**src/rtl/ddr_pkg.sv**
```systemverilog
// Shared types and constants for the dual-edge transmit scheduler.
// Holds the FSM state encoding, the source index type and the beat-counter sizing helper.
package ddr_pkg;

    typedef enum logic {
        IDLE = 1'b0,
        SEND = 1'b1
    } state_t;

    localparam int DATA_W_DEF = 8;

    typedef logic src_t;

    // Beat counter width: clog2 of beats per word, never narrower than one bit.
    function automatic int beat_w(input int data_w);
        return (data_w / 2 > 1) ? $clog2(data_w / 2) : 1;
    endfunction

endpackage

```
**src/rtl/rr_arb2.sv**
```systemverilog
// Two-way round-robin grant, purely combinational.
// The priority pointer lives in the caller; this block only resolves ties with it.
module rr_arb2
    import ddr_pkg::*;
(
    input  logic [1:0] valid,
    input  src_t       prio,
    output logic       grant_valid,
    output src_t       grant_idx
);

    always_comb begin
        grant_valid = |valid;
        grant_idx   = 1'b0;
        case (valid)
            2'b01:   grant_idx = 1'b0;
            2'b10:   grant_idx = 1'b1;
            2'b11:   grant_idx = prio;
            default: grant_idx = 1'b0;
        endcase
    end

endmodule

```
**src/rtl/ddr_tx_scheduler.sv**
```systemverilog
// Arbitrates two word sources and serializes each granted word MSB-first,
// two bits per clock, toward the dual-edge output flop pair.
module ddr_tx_scheduler
    import ddr_pkg::*;
#(
    parameter int DATA_W = DATA_W_DEF
) (
    input  logic              clk,
    input  logic              reset,
    input  logic              req0_valid,
    input  logic [DATA_W-1:0] req0_data,
    output logic              req0_ready,
    input  logic              req1_valid,
    input  logic [DATA_W-1:0] req1_data,
    output logic              req1_ready,
    output logic              d_rise,
    output logic              d_fall,
    output logic              tx_active,
    output logic              tx_src,
    output logic              tx_last
);

    localparam int BW = beat_w(DATA_W);
    localparam logic [BW-1:0] LAST_BEAT = BW'(DATA_W / 2 - 1);

    state_t            state_q, state_d;
    logic [DATA_W-1:0] shreg_q, shreg_d;
    logic [BW-1:0]     beat_q,  beat_d;
    src_t              prio_q,  prio_d;
    src_t              src_q,   src_d;

    logic grant_valid;
    src_t grant_idx;
    logic accept;

    rr_arb2 u_arb (
        .valid       ({req1_valid, req0_valid}),
        .prio        (prio_q),
        .grant_valid (grant_valid),
        .grant_idx   (grant_idx)
    );

    // Ready is withheld while reset is high so reset always wins over a handshake.
    assign accept     = (state_q == IDLE) && !reset && grant_valid;
    assign req0_ready = accept && (grant_idx == 1'b0);
    assign req1_ready = accept && (grant_idx == 1'b1);

    always_comb begin
        state_d = state_q;
        shreg_d = shreg_q;
        beat_d  = beat_q;
        prio_d  = prio_q;
        src_d   = src_q;
        case (state_q)
            IDLE: begin
                if (accept) begin
                    shreg_d = grant_idx ? req1_data : req0_data;
                    beat_d  = '0;
                    src_d   = grant_idx;
                    prio_d  = ~grant_idx;
                    state_d = SEND;
                end
            end
            SEND: begin
                shreg_d = shreg_q << 2;
                beat_d  = beat_q + 1'b1;
                if (beat_q == LAST_BEAT)
                    state_d = IDLE;
            end
            default: state_d = IDLE;
        endcase
    end

    always_ff @(posedge clk) begin
        if (reset) begin
            state_q <= IDLE;
            shreg_q <= '0;
            beat_q  <= '0;
            prio_q  <= 1'b0;
            src_q   <= 1'b0;
        end else begin
            state_q <= state_d;
            shreg_q <= shreg_d;
            beat_q  <= beat_d;
            prio_q  <= prio_d;
            src_q   <= src_d;
        end
    end

    assign tx_active = (state_q == SEND);
    assign d_rise    = tx_active && shreg_q[DATA_W-1];
    assign d_fall    = tx_active && shreg_q[DATA_W-2];
    assign tx_last   = tx_active && (beat_q == LAST_BEAT);
    assign tx_src    = src_q;

endmodule

```
**config.mk**
```make
export PLATFORM = sky130hd
export DESIGN_NAME = ddr_tx_scheduler
export DESIGN_NICKNAME = d
export VERILOG_FILES = /design/src/rtl/ddr_pkg.sv /design/src/rtl/rr_arb2.sv /design/src/rtl/ddr_tx_scheduler.sv
export SDC_FILE = /design/constraint.sdc
export NUM_CORES = 1
export LEC_CHECK = 0
export ABC_AREA = 1
export CORE_MARGIN = 2
export CORE_UTILIZATION = 43
export DETAILED_ROUTE_END_ITERATION = 16
export HOLD_SLACK_MARGIN = 0.05
export PLACE_DENSITY_LB_ADDON = 0.15
export SYNTH_ARGS = -nofsm -noshare
export SYNTH_HDL_FRONTEND = slang
export SYNTH_SLANG_ARGS = --single-unit
```
**constraint.sdc**
```tcl
create_clock -name clk -period 1.45 [get_ports clk]
set_input_delay 0.2175 -clock clk [delete_from_list [all_inputs] [get_ports clk]]
set_output_delay 0.2175 -clock clk [all_outputs]
set_load 0.05 [all_outputs]
```
==> results of run 1 <==
[cell type report]
cell class | instances | area, sq um
Timing Repair Buffer | 40 | 435.4
Fill cell | 137 | 457.9
Multi-Input combinational cell | 83 | 439.2
Inverter | 12 | 45.04
Clock buffer | 4 | 26.28
Tap cell | 17 | 21.27
Sequential cell | 13 | 264.0
[metal layers]
| layer | up-vias | wire length (um) | track usage, % |
|---|---|---|---|
| li1 | 436 | - | - |
| met2 | 20 | 870 | 30.83 |
| met3 | 5 | 73 | 2.353 |
| met4 | 0 | 36 | 10.29 |
| met5 | - | 0 | 0 |
| met1 | 363 | 886 | 23.68 |
[worst max-delay path, cell delays in order, from the launching register on]
cell,delay [ns]
dfxtp_4,0.39
nor2_4,0.12
nand2_4,0.10
nor2_4,0.15
buf_12,0.14
[power by group through the flow]
stage | Clock (mW) | Sequential, mW | Combinational (mW)
floorplan | 0 | 0.413 | 0.139
global route | 0.251 | 0.404 | 0.315
detailed placement | 0 | 0.411 | 0.278
global placement | 0 | 0.410 | 0.274
finish | 0.233 | 0.401 | 0.292
CTS | 0.244 | 0.402 | 0.286
[logic make-up (layout without fill, tap and decap cells)]
family	after synthesis	after routing	synth area share, %
buffers and inverters	16	56	10.03
and+or+nand+nor	75	75	49.01
AOI/OAI and AO/OA	7	7	5.099
adders and majority gates	1	1	1.644
DFF	13	13	34.21
[cells in the mapped netlist]
| cell | n | area, sq um |
|---|---|---|
| buf_2 | 1 | 5.000 |
| a21oi_1 | 4 | 20.02 |
| nand3_2 | 3 | 30.03 |
| nor3_1 | 1 | 5.000 |
| and3_1 | 1 | 6.260 |
| nor2_2 | 1 | 6.260 |
| a21oi_2 | 1 | 8.760 |
| clkbuf_1 | 1 | 3.750 |
| nand2_1 | 35 | 131.4 |
| buf_6 | 2 | 22.52 |
| nor2_8 | 1 | 20.02 |
| nor2_1 | 13 | 48.80 |
| ha_1 | 1 | 12.51 |
| nor2_4 | 1 | 11.26 |
| nand2_4 | 3 | 33.78 |
| o21ai_0 | 2 | 10.01 |
| nand3_1 | 16 | 80.08 |
| dfxtp_1 | 13 | 260.3 |
| inv_1 | 10 | 37.54 |
| inv_2 | 2 | 7.510 |
[registers in the layout (all words and copies together), names as in the netlist]
name       count
tx_src         1
tx_active      1
shreg_q        8
beat_q         2
prio_q         1
[metrics by stage]
step / utilization (%) / std cells
final: 72.89 / 169
after global routing: 72.89 / 169
after CTS: 71.85 / 167
after detailed placement: 68.67 / 161
after global placement: 68.67 / 161
after floorplan: - / 112
[timing repair]
| action | in CTS | in global routing |
|---|---|---|
| pin swaps | 3 | 3 |
| setup endpoints to repair | 3 | 2 |
| gates resized for setup | 6 | 2 |
| setup buffers | 2 | 2 |
| hold buffers | 0 | 0 |
[worst max-delay path by stage]
stage          startpoint         end  slack [ns]  depth (start not counted)
4_1_cts         tx_active  req1_ready       0.007                          4
5_1_grt         tx_active  req0_ready        0.02                          4
3_3_place_gp   req1_valid  req1_ready       -0.11                          6
6_report        tx_active  req0_ready        0.05                          4
2_1_floorplan   tx_active  req0_ready       -0.02                          4
3_5_place_dp   req1_valid  req0_ready       -0.14                          6
==> results_dict.tcl, run 1 <==
set metrics [dict create \
    status "finished clean" \
    wirelength_mm 1.866 \
    placed_cell_area_sq_um 1160 \
    power_frac_seq_pct 43.3 \
    p_int_mw 0.6361 \
    ff2ff_path_depth 9 \
    rsz0062_at_grt "no" \
    peakVddDrop_mv 0.5371 \
    numCtsBuffers 3 \
    p_sw_mw 0.2897 \
    cts_buffer_depth 2 \
    min_delay_path_depth 3 \
    worst_pin_slew_ns 0.2525 \
    row_count 15 \
    clock_latency_ns 0.28 \
    overflow 0 \
    crit_type "flop to primary output" \
    antenna_found_initial 0 \
    vias 824 \
    yosysSeqAreaShare_pct 34.21 \
    yosysUniqueCellTypes 20 \
    cp.arrival_ns 1.18 \
    synth_area_sq_um 760.7 \
    area_delta_synth_final_pct 61.84 \
    drtPass1Iterations 4 \
    p_total_mw 0.9258 \
    drc 0 \
    postSynthCellCount 112 \
    wl_per_cell_um 11.04 \
    preCtsSetupSlack_ns -0.1415 \
    ys_warn_count 0 \
    setup_violations 0 \
    portBuffers 26 \
    comb_power_share_pct 31.6 \
    p_sw_share_pct 31.29 \
    fin_crit_ns 1.402 \
    finish.instance_area_sq_um 1231 \
    fin_tns_setup_ns 0 \
    cts_root_buf "clkbuf_4" \
    reg2reg_to "shreg_q[2]" \
    ios 27 \
    place.gp.congestion 0.8009 \
    grt_pass1_wl_mm 2.849 \
    start_util_pct 45.04 \
    r2r_slack_ns 0.23 \
    fp.coreArea_sq_um 1689 \
    finalHoldViolations 0 \
    max_cap_violations 0 \
    synth_fp_nets 133 \
    ys_ff_latch 13 \
    holdWs_ns 0.3802 \
    fin_skew_ns 0.0007776 \
    syn_avg_cell_area_sq_um 6.792 \
    layout_commonest_cell "nand2_1" \
    crit_fanout 7 \
    cts_tree "yes" \
    hpwl_mm 1.393 \
    h-tree-depth 1 \
    p_per_area_nw_per_um2 752.0 \
    max_freq_mhz 713.5 \
    die-area_sq_um 2122 \
    cp.required_ns 1.23 \
    final_cell_mix "34 x nand2_1, 16 x nand3_1, 16 x clkdlybuf4s50_1" \
    drtIter0Drc 18 \
    cts.reportedPaths.clkPinSlew_ns 0.08 \
    min_period_over_period_pct 96.66 \
    hp-class "input pin to flop" \
    slew_headroom_pct 83.10 \
    track_usage_pct 18.83 \
    antenna_cells 0 \
    die_w_um 46.06 \
    slew_violations 0 \
    hp-start "reset" \
    grt_max_degree 10 \
    cts_sinks 13 \
    grt_pass1_vias 707 \
    drive_above_1_share_pct 26.32 \
    setup_ws_ns 0.04846 \
    end_kind "primary output" \
    clkPwrFrac_pct 25.1 \
    via_per_inst 4.876 \
    die_y_um 46.06 \
    nets 174 \
    min_to "beat_q[1]" \
    critPathLaunchType "flop" \
    p_leak_nw 0.6305 \
    ant_nets 0 \
    reg2reg_from "prio_q" \
]
(Power assumes the default switching activity.)
==> run 2, diff against run 1 <==
--- a/config.mk
+++ b/config.mk
@@ -6,9 +6,10 @@
 export NUM_CORES = 1
 export LEC_CHECK = 0
 export ABC_AREA = 1
-export CORE_MARGIN = 2
+export CORE_MARGIN = 5
 export CORE_UTILIZATION = 43
 export DETAILED_ROUTE_END_ITERATION = 16
+export GPL_TIMING_DRIVEN = 1
 export HOLD_SLACK_MARGIN = 0.05
 export PLACE_DENSITY_LB_ADDON = 0.15
 export SYNTH_ARGS = -nofsm -noshare
==> run 2 against run 1 <==
Clock power barely moved. Critical path type unchanged. Clock skew rose by 0.0023 ns. Sequential share of layout area fell by 0.67 points. Flip-flop and latch count did not move. Cell count rose by 5.9%. Total power rose by 1.3%. Highest routed layer unchanged. Die area rose by 28%. Core utilization rose by 0.81 points.
==> results_dict.tcl, run 2 (synthesis results as in run 1) <==
set metrics [dict create \
    wl_per_cell_um 11.74 \
    cts_sinks 13 \
    hpwl_mm 1.553 \
    drtPass1Iterations 4 \
    nFillCells 127 \
    peakVddDrop_mv 0.6949 \
    drtIter0Drc 19 \
    finalHoldViolations 0 \
    crit_fanout 9 \
    overflow 0 \
    final_cell_mix "34 x nand2_1, 16 x nand3_1, 16 x clkdlybuf4s50_1" \
    die_w_um 52.06 \
    cts.reportedPaths.clkPinSlew_ns 0.09 \
    cp.required_ns 1.23 \
    largestRegisters "shreg_q: 8 flops, beat_q: 2 flops" \
    row_count 15 \
    antenna_cells 0 \
    grt_pass1_vias 771 \
    finish.instance_area_sq_um 1259 \
    ff2ff_path_depth 10 \
    via_per_inst 4.721 \
    drc 0 \
    start_util_pct 44.54 \
    dp_cells 171 \
    fin_cells 179 \
    max_freq_mhz 711.1 \
    fp.coreArea_sq_um 1708 \
    slew_violations 0 \
    p_leak_nw 0.6444 \
    antenna_found_initial 0 \
    track_usage_pct 16.48 \
    top_register "shreg_q" \
    rsz0062_at_grt "no" \
    layout_commonest_cell "nand2_1" \
    slew_headroom_pct 85.51 \
    numCtsBuffers 3 \
    crit_type "flop to primary output" \
    max_cap_violations 0 \
    cts_root_buf "clkbuf_4" \
    cts_tree "yes" \
    grt_max_degree 10 \
    fin_crit_ns 1.406 \
    clock_latency_ns 0.29 \
    critPathLaunchType "flop" \
    min_delay_path_depth 1 \
    portBuffers 26 \
    largest_reg_flops 8 \
    grt_pass1_wl_mm 3.325 \
    die_y_um 52.06 \
    cts_buffer_depth 2 \
    status "finished clean" \
    min_period_over_period_pct 96.99 \
    worst_pin_slew_ns 0.2151 \
    hp-class "flop to flop" \
    drive_above_1_share_pct 27.92 \
    preCtsSetupSlack_ns -0.1383 \
    wirelength_mm 2.102 \
    holdWs_ns 0.4638 \
    h-tree-depth 1 \
    utilization_pct 73.70 \
    vias 845 \
    cp.arrival_ns 1.19 \
    area_delta_synth_final_pct 65.46 \
    placed_cell_area_sq_um 1185 \
    nets 176 \
    p_per_area_nw_per_um2 745.1 \
    ant_nets 0 \
    end_kind "primary output" \
    setup_ws_ns 0.04368 \
    setup_violations 0 \
    die-area_sq_um 2710 \
    fin_skew_ns 0.003081 \
    ios 27 \
    place.gp.congestion 0.8426 \
]
run 2: cell count changes in the layout (fill, tap and decap cells not counted), sizes merged:
cell	change
clkinv	+1
clkbuf	-1
buf	+2
run 2: area by class of cell:
type	count	area, sq um	area share [%]
flip-flops and latches	13	261.5	20.78
multi-input cells	83	439.2	34.89
inverters	12	45.04	3.579
well taps	25	31.28	2.485
clock buffers	3	22.52	1.789
clock inverters	1	5.005	0.3976
repair buffers	42	454.2	36.08
run 2: path summary, 6_finish.rpt:
check,from,endpoint,slack (ns)
worst max-delay path,tx_active,tx_last,0.04
worst min-delay path,beat_q[0],beat_q[0],0.46
worst max register to register,prio_q,shreg_q[5],0.13
worst min register to register,beat_q[0],beat_q[0],0.46
run 2: metal layers:
metal  up-vias  wire length, um  GRT usage (%)  share of wire (%)
met5         -                0              0                  0
met4         0               22          1.310                1.0
met3         4              157          7.163                7.5
met2        27              977          26.36                 46
met1       379              945          21.19                 45
li1        435                -              -                  -
run 2: timing repair:
action,in CTS,in global routing
resized for setup,3,5
endpoints found under the setup margin,2,2
gates cloned,0,0
hold buffers,0,0
buffers inserted,2,2
pin swaps,3,1
run 2: where the power goes:
part	switching, mW	internal [mW]
Sequential	0.0186	0.382
Clock	0.132	0.103
Combinational	0.150	0.152
run 2: critical path, cell delays in order (launching register included):
cell	delay, ns
dfxtp_2	0.41
buf_6	0.17
nand2_1	0.08
inv_1	0.10
buf_12	0.14
run 2: metrics by stage:
stage | TNS (ns) | power (mW)
2_1_floorplan | -0.01850 | 0.5519
3_3_place_gp | -0.8526 | 0.6882
3_5_place_dp | -1.240 | 0.6937
4_1_cts | 0 | 0.9319
5_1_grt | 0 | 0.9896
6_report | 0 | 0.9378
==> run 3, diff against run 2 <==
--- a/config.mk
+++ b/config.mk
@@ -12,6 +12,8 @@
 export GPL_TIMING_DRIVEN = 1
 export HOLD_SLACK_MARGIN = 0.05
 export PLACE_DENSITY_LB_ADDON = 0.15
+export SETUP_SLACK_MARGIN = 0.3
+export SLEW_MARGIN = 20
 export SYNTH_ARGS = -nofsm -noshare
 export SYNTH_HDL_FRONTEND = slang
 export SYNTH_SLANG_ARGS = --single-unit
==> run 3 against run 2 <==
Total power rose by 16%. Maximum frequency fell by 1.8%. Register-to-register slack got worse by 0.06 ns. Critical path depth rose by 2. Critical path type unchanged.
==> results_dict.tcl, run 3 (synthesis results as in run 1) <==
set metrics [dict create \
    hp-class "input pin to flop" \
    setup_violations 0 \
    portBuffers 26 \
    slowest_delay_ns 0.33 \
    holdWs_ns 0.4546 \
    critPathSlowestCell "dfxtp_2" \
    p_leak_nw 0.7228 \
    area_delta_synth_final_pct 105.4 \
    status "finished clean" \
    nets 187 \
    path_cells "inv_2, nand2_2, nand2_4, inv_4, nor2_4, buf_12" \
    critPathLaunchType "flop" \
    rsz0062_at_grt "yes" \
    antenna_cells 0 \
    row_count 15 \
    cts.reportedPaths.clkPinSlew_ns 0.09 \
    die_y_um 52.06 \
    cts_root_buf "clkbuf_4" \
    nFillCells 75 \
    cp.arrival_ns 1.22 \
    p_per_area_nw_per_um2 695.1 \
    clock_latency_ns 0.29 \
    largest_reg_flops 8 \
    antenna_found_initial 0 \
    cp.required_ns 1.23 \
    track_usage_pct 20.14 \
    cts_tree "yes" \
    postCtsHoldBufs 0 \
    worst_pin_slew_ns 0.3577 \
    ios 27 \
    end_kind "primary output" \
    overflow 0 \
    largestRegisters "shreg_q: 8 flops, beat_q: 2 flops" \
    vias 1036 \
    fin_skew_ns 0.006599 \
    h-tree-depth 1 \
    start_util_pct 44.54 \
    drtPass1Iterations 4 \
    grt_pass1_wl_mm 3.905 \
    crit_fanout 4 \
    drtIter0Drc 33 \
    place.gp.congestion 0.9253 \
    die-area_sq_um 2710 \
    min_period_over_period_pct 98.81 \
    cts_buffer_depth 2 \
    dp_cells 169 \
    max_freq_mhz 698.0 \
    wirelength_mm 3.585 \
    max_cap_violations 0 \
    preCtsSetupSlack_ns -0.09816 \
    cts_sinks 13 \
    drive_above_1_share_pct 53.33 \
    wl_per_cell_um 18.87 \
    numCtsBuffers 3 \
    die_w_um 52.06 \
    slew_headroom_pct 76.06 \
    top_register "shreg_q" \
    drc 0 \
    crit_buf_inv 3 \
    p_total_mw 1.086 \
    ant_nets 0 \
    via_per_inst 5.453 \
    final_cell_mix "25 x nand2_1, 16 x clkdlybuf4s50_1, 16 x buf_4" \
    slew_violations 0 \
    fin_crit_ns 1.433 \
    grt_max_degree 10 \
    grt_pass1_vias 954 \
    fin_cells 190 \
    finalHoldViolations 0 \
    layout_commonest_cell "nand2_1" \
    fp.coreArea_sq_um 1708 \
    setup_ws_ns 0.01733 \
    fin_tns_setup_ns 0 \
    crit_type "flop to primary output" \
    crit_family "simple AND/OR/NAND/NOR gates" \
    hpwl_mm 1.564 \
    peakVddDrop_mv 0.8042 \
]
## run 3: cell count changes in the layout (fill, tap and decap cells not counted), moves of 3 or more
cell	previous run	this run
a21oi_1	4	1
a21oi_2	1	4
buf_6	1	8
clkinvlp_4	0	4
dfxtp_1	12	9
inv_1	9	3
nand2_1	34	25
nand2_2	1	6
nand2_4	3	7
nand3_1	16	4
nand3_2	3	13
## run 3: cell type report
cell class              instances  area [sq um]  area share, %
inverters                      12         62.56          4.003
repair buffers                 53         591.8          37.87
well taps                      25         31.28          2.002
multi-input cells              83         583.1          37.31
flip-flops and latches         13         267.8          17.13
clock buffers                   4         26.28          1.681
## run 3: final timing paths
check	to	start	cells after the start	slack, ns
setup reg to reg	shreg_q[3]	tx_active	9	0.07
setup / recovery	req0_ready	prio_q	6	0.02
hold / removal	beat_q[1]	reset	3	0.45
hold reg to reg	beat_q[1]	beat_q[1]	2	0.51
## run 3: per-layer routing
metal | GRT usage [%] | vias to the layer above | part of all wire (%)
li1 | - | 462 | -
met4 | 11.35 | 0 | 3.2
met3 | 4.585 | 14 | 5.4
met5 | 0 | - | 0
met2 | 39.12 | 59 | 53
met1 | 18.78 | 501 | 38
## run 3: timing repair
action                                  in CTS  in global routing
endpoints found under the setup margin      15                 17
setup buffers                               10                  7
pin swaps                                    5                 18
resized for setup                           21                 36
## run 3: metrics by stage
stage | cell area (sq um) | util (%)
floorplan | 792.0 | -
global placement | 1194 | 69.89
detailed placement | 1194 | 69.89
CTS | 1370 | 80.22
global route | 1563 | 91.50
finish | 1563 | 91.50
## run 3: worst register-to-register path, cell delays in order, from the launching register on
cell and delay, ns:
dfxtp_4 0.41, buf_6 0.12, clkinvlp_4 0.14, nand2_2 0.11, nor2_4 0.05, buf_12 0.16
nand3_2 0.06, nand2_2 0.06, nor2_2 0.10, nor2_1 0.06
## run 3: power breakdown
part           leakage, nW  total, mW  switching [mW]  internal [mW]
Combinational        0.600      0.434           0.219          0.215
Sequential           0.108      0.410          0.0268          0.383
Clock               0.0150      0.243           0.136          0.107
Total                0.723       1.09           0.381          0.705
